[src/rtl/ita_hwpe_output_packer_pkg.sv]
// Shared types for the ITA HWPE output packer: controller-facing structs and FSM encoding.
package ita_hwpe_output_packer_pkg;

  localparam int unsigned PACK_LEN_W = 16;

  typedef struct packed {
    logic                  start;
    logic [PACK_LEN_W-1:0] len;
  } ctrl_packer_t;

  typedef struct packed {
    logic busy;
    logic done;
  } flags_packer_t;

  typedef enum logic [1:0] {
    StIdle,
    StPack,
    StDrain,
    StDone
  } packer_state_e;

endpackage

[src/rtl/ita_hwpe_output_packer_fifo.sv]
// Packed-word + strobe FIFO; registered storage, output visible the cycle after a push.
module ita_hwpe_output_packer_fifo #(
  parameter int unsigned DataW = 512,
  parameter int unsigned StrbW = 64,
  parameter int unsigned Depth = 4
) (
  input  logic                       clk_i,
  input  logic                       rst_i,
  input  logic                       clear_i,
  input  logic                       push_i,
  input  logic [DataW-1:0]           data_i,
  input  logic [StrbW-1:0]           strb_i,
  input  logic                       pop_i,
  output logic [DataW-1:0]           data_o,
  output logic [StrbW-1:0]           strb_o,
  output logic                       full_o,
  output logic                       empty_o,
  output logic [$clog2(Depth):0]     usage_o
);

  localparam int unsigned AddrW  = $clog2(Depth);
  localparam int unsigned UsageW = AddrW + 1;

  logic [DataW-1:0]  data_mem [Depth];
  logic [StrbW-1:0]  strb_mem [Depth];
  logic [AddrW-1:0]  wptr_q, rptr_q;
  logic [UsageW-1:0] usage_q;
  logic              push_ok, pop_ok;

  assign full_o  = (usage_q == UsageW'(Depth));
  assign empty_o = (usage_q == '0);
  assign usage_o = usage_q;
  assign push_ok = push_i & ~full_o;
  assign pop_ok  = pop_i & ~empty_o;

  always_ff @(posedge clk_i or posedge rst_i) begin
    if (rst_i) begin
      wptr_q  <= '0;
      rptr_q  <= '0;
      usage_q <= '0;
    end else if (clear_i) begin
      wptr_q  <= '0;
      rptr_q  <= '0;
      usage_q <= '0;
    end else begin
      if (push_ok) wptr_q <= wptr_q + AddrW'(1);
      if (pop_ok)  rptr_q <= rptr_q + AddrW'(1);
      unique case ({push_ok, pop_ok})
        2'b10:   usage_q <= usage_q + UsageW'(1);
        2'b01:   usage_q <= usage_q - UsageW'(1);
        default: usage_q <= usage_q;
      endcase
    end
  end

  always_ff @(posedge clk_i) begin
    if (push_ok) begin
      data_mem[wptr_q] <= data_i;
      strb_mem[wptr_q] <= strb_i;
    end
  end

  // Stale storage is masked so an empty FIFO always presents zeros.
  assign data_o = empty_o ? '0 : data_mem[rptr_q];
  assign strb_o = empty_o ? '0 : strb_mem[rptr_q];

endmodule

[src/rtl/ita_hwpe_output_packer.sv]
// Packs RATIO engine beats into one wide strobed word per push, flushing a partial word at tile end.
module ita_hwpe_output_packer
  import ita_hwpe_output_packer_pkg::*;
#(
  parameter int unsigned IN_BYTES   = 16,
  parameter int unsigned OUT_BYTES  = 64,
  parameter int unsigned FIFO_DEPTH = 4,
  parameter int unsigned LEN_W      = 16
) (
  input  logic                   clk_i,
  input  logic                   rst_i,
  input  logic                   clear_i,
  input  logic                   enable_i,
  input  logic                   start_i,
  input  logic [LEN_W-1:0]       len_i,
  input  logic                   eng_valid_i,
  output logic                   eng_ready_o,
  input  logic [IN_BYTES*8-1:0]  eng_data_i,
  output logic                   out_valid_o,
  input  logic                   out_ready_i,
  output logic [OUT_BYTES*8-1:0] out_data_o,
  output logic [OUT_BYTES-1:0]   out_strb_o,
  output logic                   busy_o,
  output logic                   done_o
);

  localparam int unsigned Ratio  = OUT_BYTES / IN_BYTES;
  localparam int unsigned InW    = IN_BYTES * 8;
  localparam int unsigned OutW   = OUT_BYTES * 8;
  localparam int unsigned PtrW   = (Ratio > 1) ? $clog2(Ratio) : 1;
  localparam int unsigned UsageW = $clog2(FIFO_DEPTH) + 1;

  packer_state_e       state_q;
  flags_packer_t       flags_q;
  logic [PtrW-1:0]     ptr_q;
  logic [LEN_W-1:0]    cnt_q, len_q;
  logic [OutW-1:0]     asm_q;

  logic                fifo_full, fifo_empty;
  logic [UsageW-1:0]   fifo_usage;
  logic                xfer, last_beat, push, pop;
  logic [OutW-1:0]     push_data;
  logic [OUT_BYTES-1:0] push_strb;

  assign eng_ready_o = (state_q == StPack) & enable_i & ~fifo_full;
  assign xfer        = eng_valid_i & eng_ready_o;
  assign last_beat   = (cnt_q == len_q - LEN_W'(1));
  assign push        = xfer & ((ptr_q == PtrW'(Ratio - 1)) | last_beat);
  assign out_valid_o = ~fifo_empty;
  assign pop         = out_valid_o & out_ready_i;
  assign busy_o      = flags_q.busy;
  assign done_o      = flags_q.done;

  // Lanes above ptr are still zero in asm_q, so unused bytes of a partial word come out as 0.
  always_comb begin
    push_data = asm_q;
    push_strb = '0;
    for (int unsigned l = 0; l < Ratio; l++) begin
      if (PtrW'(l) == ptr_q) push_data[l*InW +: InW] = eng_data_i;
      if (PtrW'(l) <= ptr_q) push_strb[l*IN_BYTES +: IN_BYTES] = '1;
    end
  end

  always_ff @(posedge clk_i or posedge rst_i) begin
    if (rst_i) begin
      state_q <= StIdle;
      flags_q <= '0;
      ptr_q   <= '0;
      cnt_q   <= '0;
      len_q   <= '0;
      asm_q   <= '0;
    end else if (clear_i) begin
      state_q <= StIdle;
      flags_q <= '0;
      ptr_q   <= '0;
      cnt_q   <= '0;
      len_q   <= '0;
      asm_q   <= '0;
    end else begin
      flags_q.done <= 1'b0;
      unique case (state_q)
        StIdle: begin
          if (start_i) begin
            len_q        <= len_i;
            cnt_q        <= '0;
            ptr_q        <= '0;
            asm_q        <= '0;
            flags_q.busy <= 1'b1;
            if (len_i != '0) begin
              state_q <= StPack;
            end else begin
              state_q      <= StDone;
              flags_q.done <= 1'b1;
            end
          end
        end
        StPack: begin
          if (xfer) begin
            if (push) begin
              ptr_q <= '0;
              asm_q <= '0;
            end else begin
              ptr_q <= ptr_q + PtrW'(1);
              asm_q <= push_data;
            end
            if (last_beat) begin
              cnt_q   <= '0;
              state_q <= StDrain;
            end else begin
              cnt_q <= cnt_q + LEN_W'(1);
            end
          end
        end
        StDrain: begin
          if (fifo_empty || (pop && fifo_usage == UsageW'(1))) begin
            state_q      <= StDone;
            flags_q.done <= 1'b1;
          end
        end
        StDone: begin
          state_q      <= StIdle;
          flags_q.busy <= 1'b0;
        end
        default: state_q <= StIdle;
      endcase
    end
  end

  ita_hwpe_output_packer_fifo #(
    .DataW (OutW),
    .StrbW (OUT_BYTES),
    .Depth (FIFO_DEPTH)
  ) u_fifo (
    .clk_i   (clk_i),
    .rst_i   (rst_i),
    .clear_i (clear_i),
    .push_i  (push),
    .data_i  (push_data),
    .strb_i  (push_strb),
    .pop_i   (pop),
    .data_o  (out_data_o),
    .strb_o  (out_strb_o),
    .full_o  (fifo_full),
    .empty_o (fifo_empty),
    .usage_o (fifo_usage)
  );

endmodule

[config.mk]
export PLATFORM = sky130hd
export DESIGN_NAME = ita_hwpe_output_packer
export DESIGN_NICKNAME = d
export VERILOG_FILES = /design/src/rtl/ita_hwpe_output_packer_pkg.sv /design/src/rtl/ita_hwpe_output_packer_fifo.sv /design/src/rtl/ita_hwpe_output_packer.sv
export SDC_FILE = /design/constraint.sdc
export NUM_CORES = 2
export LEC_CHECK = 0
export ABC_AREA = 1
export CAP_MARGIN = 5
export CORE_MARGIN = 2
export CORE_UTILIZATION = 60
export CTS_BUF_LIST = sky130_fd_sc_hd__clkbuf_4 sky130_fd_sc_hd__clkbuf_8
export DETAILED_ROUTE_END_ITERATION = 10
export PLACE_DENSITY_LB_ADDON = 0.2
export SLEW_MARGIN = 10
export SYNTH_ARGS = -nofsm -noshare
export SYNTH_HDL_FRONTEND = slang
export SYNTH_SLANG_ARGS = --single-unit
[constraint.sdc]
create_clock -name clk_i -period 30.9 [get_ports clk_i]
set_input_delay 9.27 -clock clk_i [delete_from_list [all_inputs] [get_ports clk_i]]
set_output_delay 9.27 -clock clk_i [all_outputs]
set_load 0.02 [all_outputs]
==> qor.yml <==
cts:
  cts_root_buf: "clkbuf_8"
  path_clk_slew_ns: 0.06
  worstSkewPairLatency_ns: 1.10
  post-cts-setup-buffers: 0
  cts_max_level: 5
  cts_tree: "yes"
  ctsHoldBuffers: 0
  cts.sinks: 2617
  cts_resized: 0
  cts_made_buffers: 419
  clockBufferDepth: 4
final_layout:
  final_nets: 10600
  final_cell_area_mm2: 0.124
  synthToLayoutAreaGrowth_pct: 15.8
  stdcell_count: 13100
  final.fill_count: 12500
  seqCellArea_mm2: 0.0758
  multi_input_comb_area_mm2: 0.0263
  drive_above_1_share: 0.0763
  final_common_cell: "nor2_1"
  final_cell_mix: "2096 x nor2_1, 2060 x edfxtp_1, 1579 x o21ai_0, 1125 x nand2_1, 730 x clkdlybuf4s50_1"
global_route:
  grt-ovfl-total: 0
  antenna_found_initial: 11
  grt_max_degree: 215
  track_usage: 0.318
  grt_pass1_wl_mm: 439
  grt_pass1_vias: 74100
synthesis:
  ys_seq_area_frac: 0.706
  synth.area.top_cells: "edfxtp_1 58%, dfrtp_1 13%, o21ai_0 7.4%, nor2_1 7.3%, nand2_1 3.9%"
  yosysWarnings: 0
  synth_top_flop_cell: "edfxtp_1"
  synth_cell_type_count: 40
  synth_edf_count: 2060
  postSynthCellCount: 9864
  yosys.area.top_type: "edfxtp_1"
  async_flop_share: 0.213
  synth_top_area_share: 0.576
  syn_area_per_cell_um2: 10.9
  ys_seq_elements: 2617
  syn_area_mm2: 0.107
  synth_fp_nets: 10000
timing:
  worstMarginPinSlew_ns: 1.22
  fmax_mhz: 50.5
  fin_setup_tns_ns: 0
  rsz0062_at_grt: "false"
  hold_viol_final: 0
  drv_slew: 0
  setup_viol: 0
  slew_headroom: 0.185
  finalCritPeriodShare: 0.640
  finalClockSkew_ns: 0.0441
  finalCriticalPeriod_ns: 19.79
routing:
  num_vias: 76200
  vias_per_cell: 5.82
  wl_per_cell_um: 22.4
  drc_errors: 0
  drt_first_pass_iters: 6
  routed_wl_mm: 294
  drt_iter0_drc: 8085
  drt.antenna.violating_nets: 0
critical_path:
  crit_type: "in2out"
  r2r_cells: 17
  cp-end-kind: "primary output"
  crit_fanout: 2
  required_ns: 21.63
  worst_ep_arrival_time_ns: 10.52
  startpoint_type: "input port"
die:
  fp.dieArea_mm2: 0.182
  die_width_um: 427
  core_mm2: 0.178
  ios: 731
  num_rows: 155
  die_y_um: 427
  start_util: 0.603
pwr:
  power_density_mw_per_mm2: 86.6
  fin_total_pwr_w: 0.0108
  power_leakage_nw: 44.3
  peakVddDrop_mv: 0.0759
worst_hold_path:
  hold_class: "reg2reg"
  hold_depth: 2
status:
  status: "finished clean"
placement:
  place.detailed.hpwl_mm: 158
  gp_congestion: 0.842
  placed_cell_area_mm2: 0.116
  placed_cells: 12300
  port_buffers: 730
flow_run:
  max_cap_viol_count: 0
registers in the layout (all words and copies together) (netlist names):
signal,count
u_fifo.rptr_q,2
cnt_q,16
u_fifo.data_mem,2048
u_fifo.strb_mem,12
state_q,2
u_fifo.usage_o,3
asm_q,512
busy_o,1
u_fifo.wptr_q,2
len_q,16
ptr_q,2
done_o,1
synth_stat cells, types with 3 or more instances:
master,n
a21oi_1,531
a22oi_1,3
a31oi_1,3
buf_1,32
buf_2,32
buf_4,67
buf_6,24
clkbuf_1,550
dfrtp_1,557
edfxtp_1,2060
ha_1,19
inv_1,578
nand2_1,1125
nand3_1,41
nand4_1,5
nor2_1,2101
nor3_1,8
nor4_1,3
o21ai_0,1579
o21ai_1,391
o22ai_1,117
xnor2_1,8
xor2_1,10
path summary, 6_finish.rpt:
path | from | to | slack [ns]
max | enable_i | eng_ready_o | 11.11
min | asm_q[325] | asm_q[325] | 0.51
max reg2reg | len_q[0] | u_fifo.data_mem[3][66] | 24.81
min reg2reg | asm_q[325] | asm_q[325] | 0.51
max in group asynchronous | rst_i | asm_q[406] | 19.74
min in group asynchronous | rst_i | state_q[0] | 8.78
cells by family (layout without fill, tap and decap cells):
logic type,count (synthesis),in the layout,share of synthesized area
other,0,6,0
flip-flops,2617,2617,0.706
AND/OR/NAND/NOR,3296,3296,0.117
adder cells (fa/ha/maj),19,19,0.00221
XOR/XNOR,18,18,0.00147
buffers and inverters,1284,2169,0.0493
AO/OA/AOI/OAI,2630,2630,0.124
cell type report:
type | count | area share
Antenna cell | 6 | 0.000121
Clock buffer | 633 | 0.0625
Clock inverter | 132 | 0.00744
Inverter | 579 | 0.0177
Multi-Input combinational cell | 5963 | 0.212
Sequential cell | 2617 | 0.610
Tap cell | 2355 | 0.0237
Timing Repair Buffer | 825 | 0.0664
critical path, stage by stage:
cell             delay, ns
clkdlybuf4s50_1       0.47
and3_1                0.18
clkdlybuf4s50_1       0.60
stage by stage:
step	setup WS, ns	util	hold slack, ns
finish	11.11	0.698	0.511
global route	11.09	0.698	0.523
CTS	11.10	0.698	0.516
detailed placement	11.11	0.649	0.501
global placement	11.09	0.649	0.492
floorplan	-1.65	-	0.467
where the power goes:
| group | switching, W | total (W) | leakage (nW) | internal (W) |
|---|---|---|---|---|
| combinational | 0.00255 | 0.00365 | 13.0 | 0.00110 |
| sequential | 0.0000432 | 0.00407 | 26.7 | 0.00402 |
| clock | 0.00133 | 0.00304 | 4.65 | 0.00171 |
layer usage:
layer	GRT usage	vias up	part of all wire
met5	0	-	0.000095
met4	0.172	4	0.056
met3	0.0601	638	0.088
met2	0.518	3686	0.48
met1	0.408	37100	0.38
li1	-	34800	-
Power figures use the tool's default switching activity.
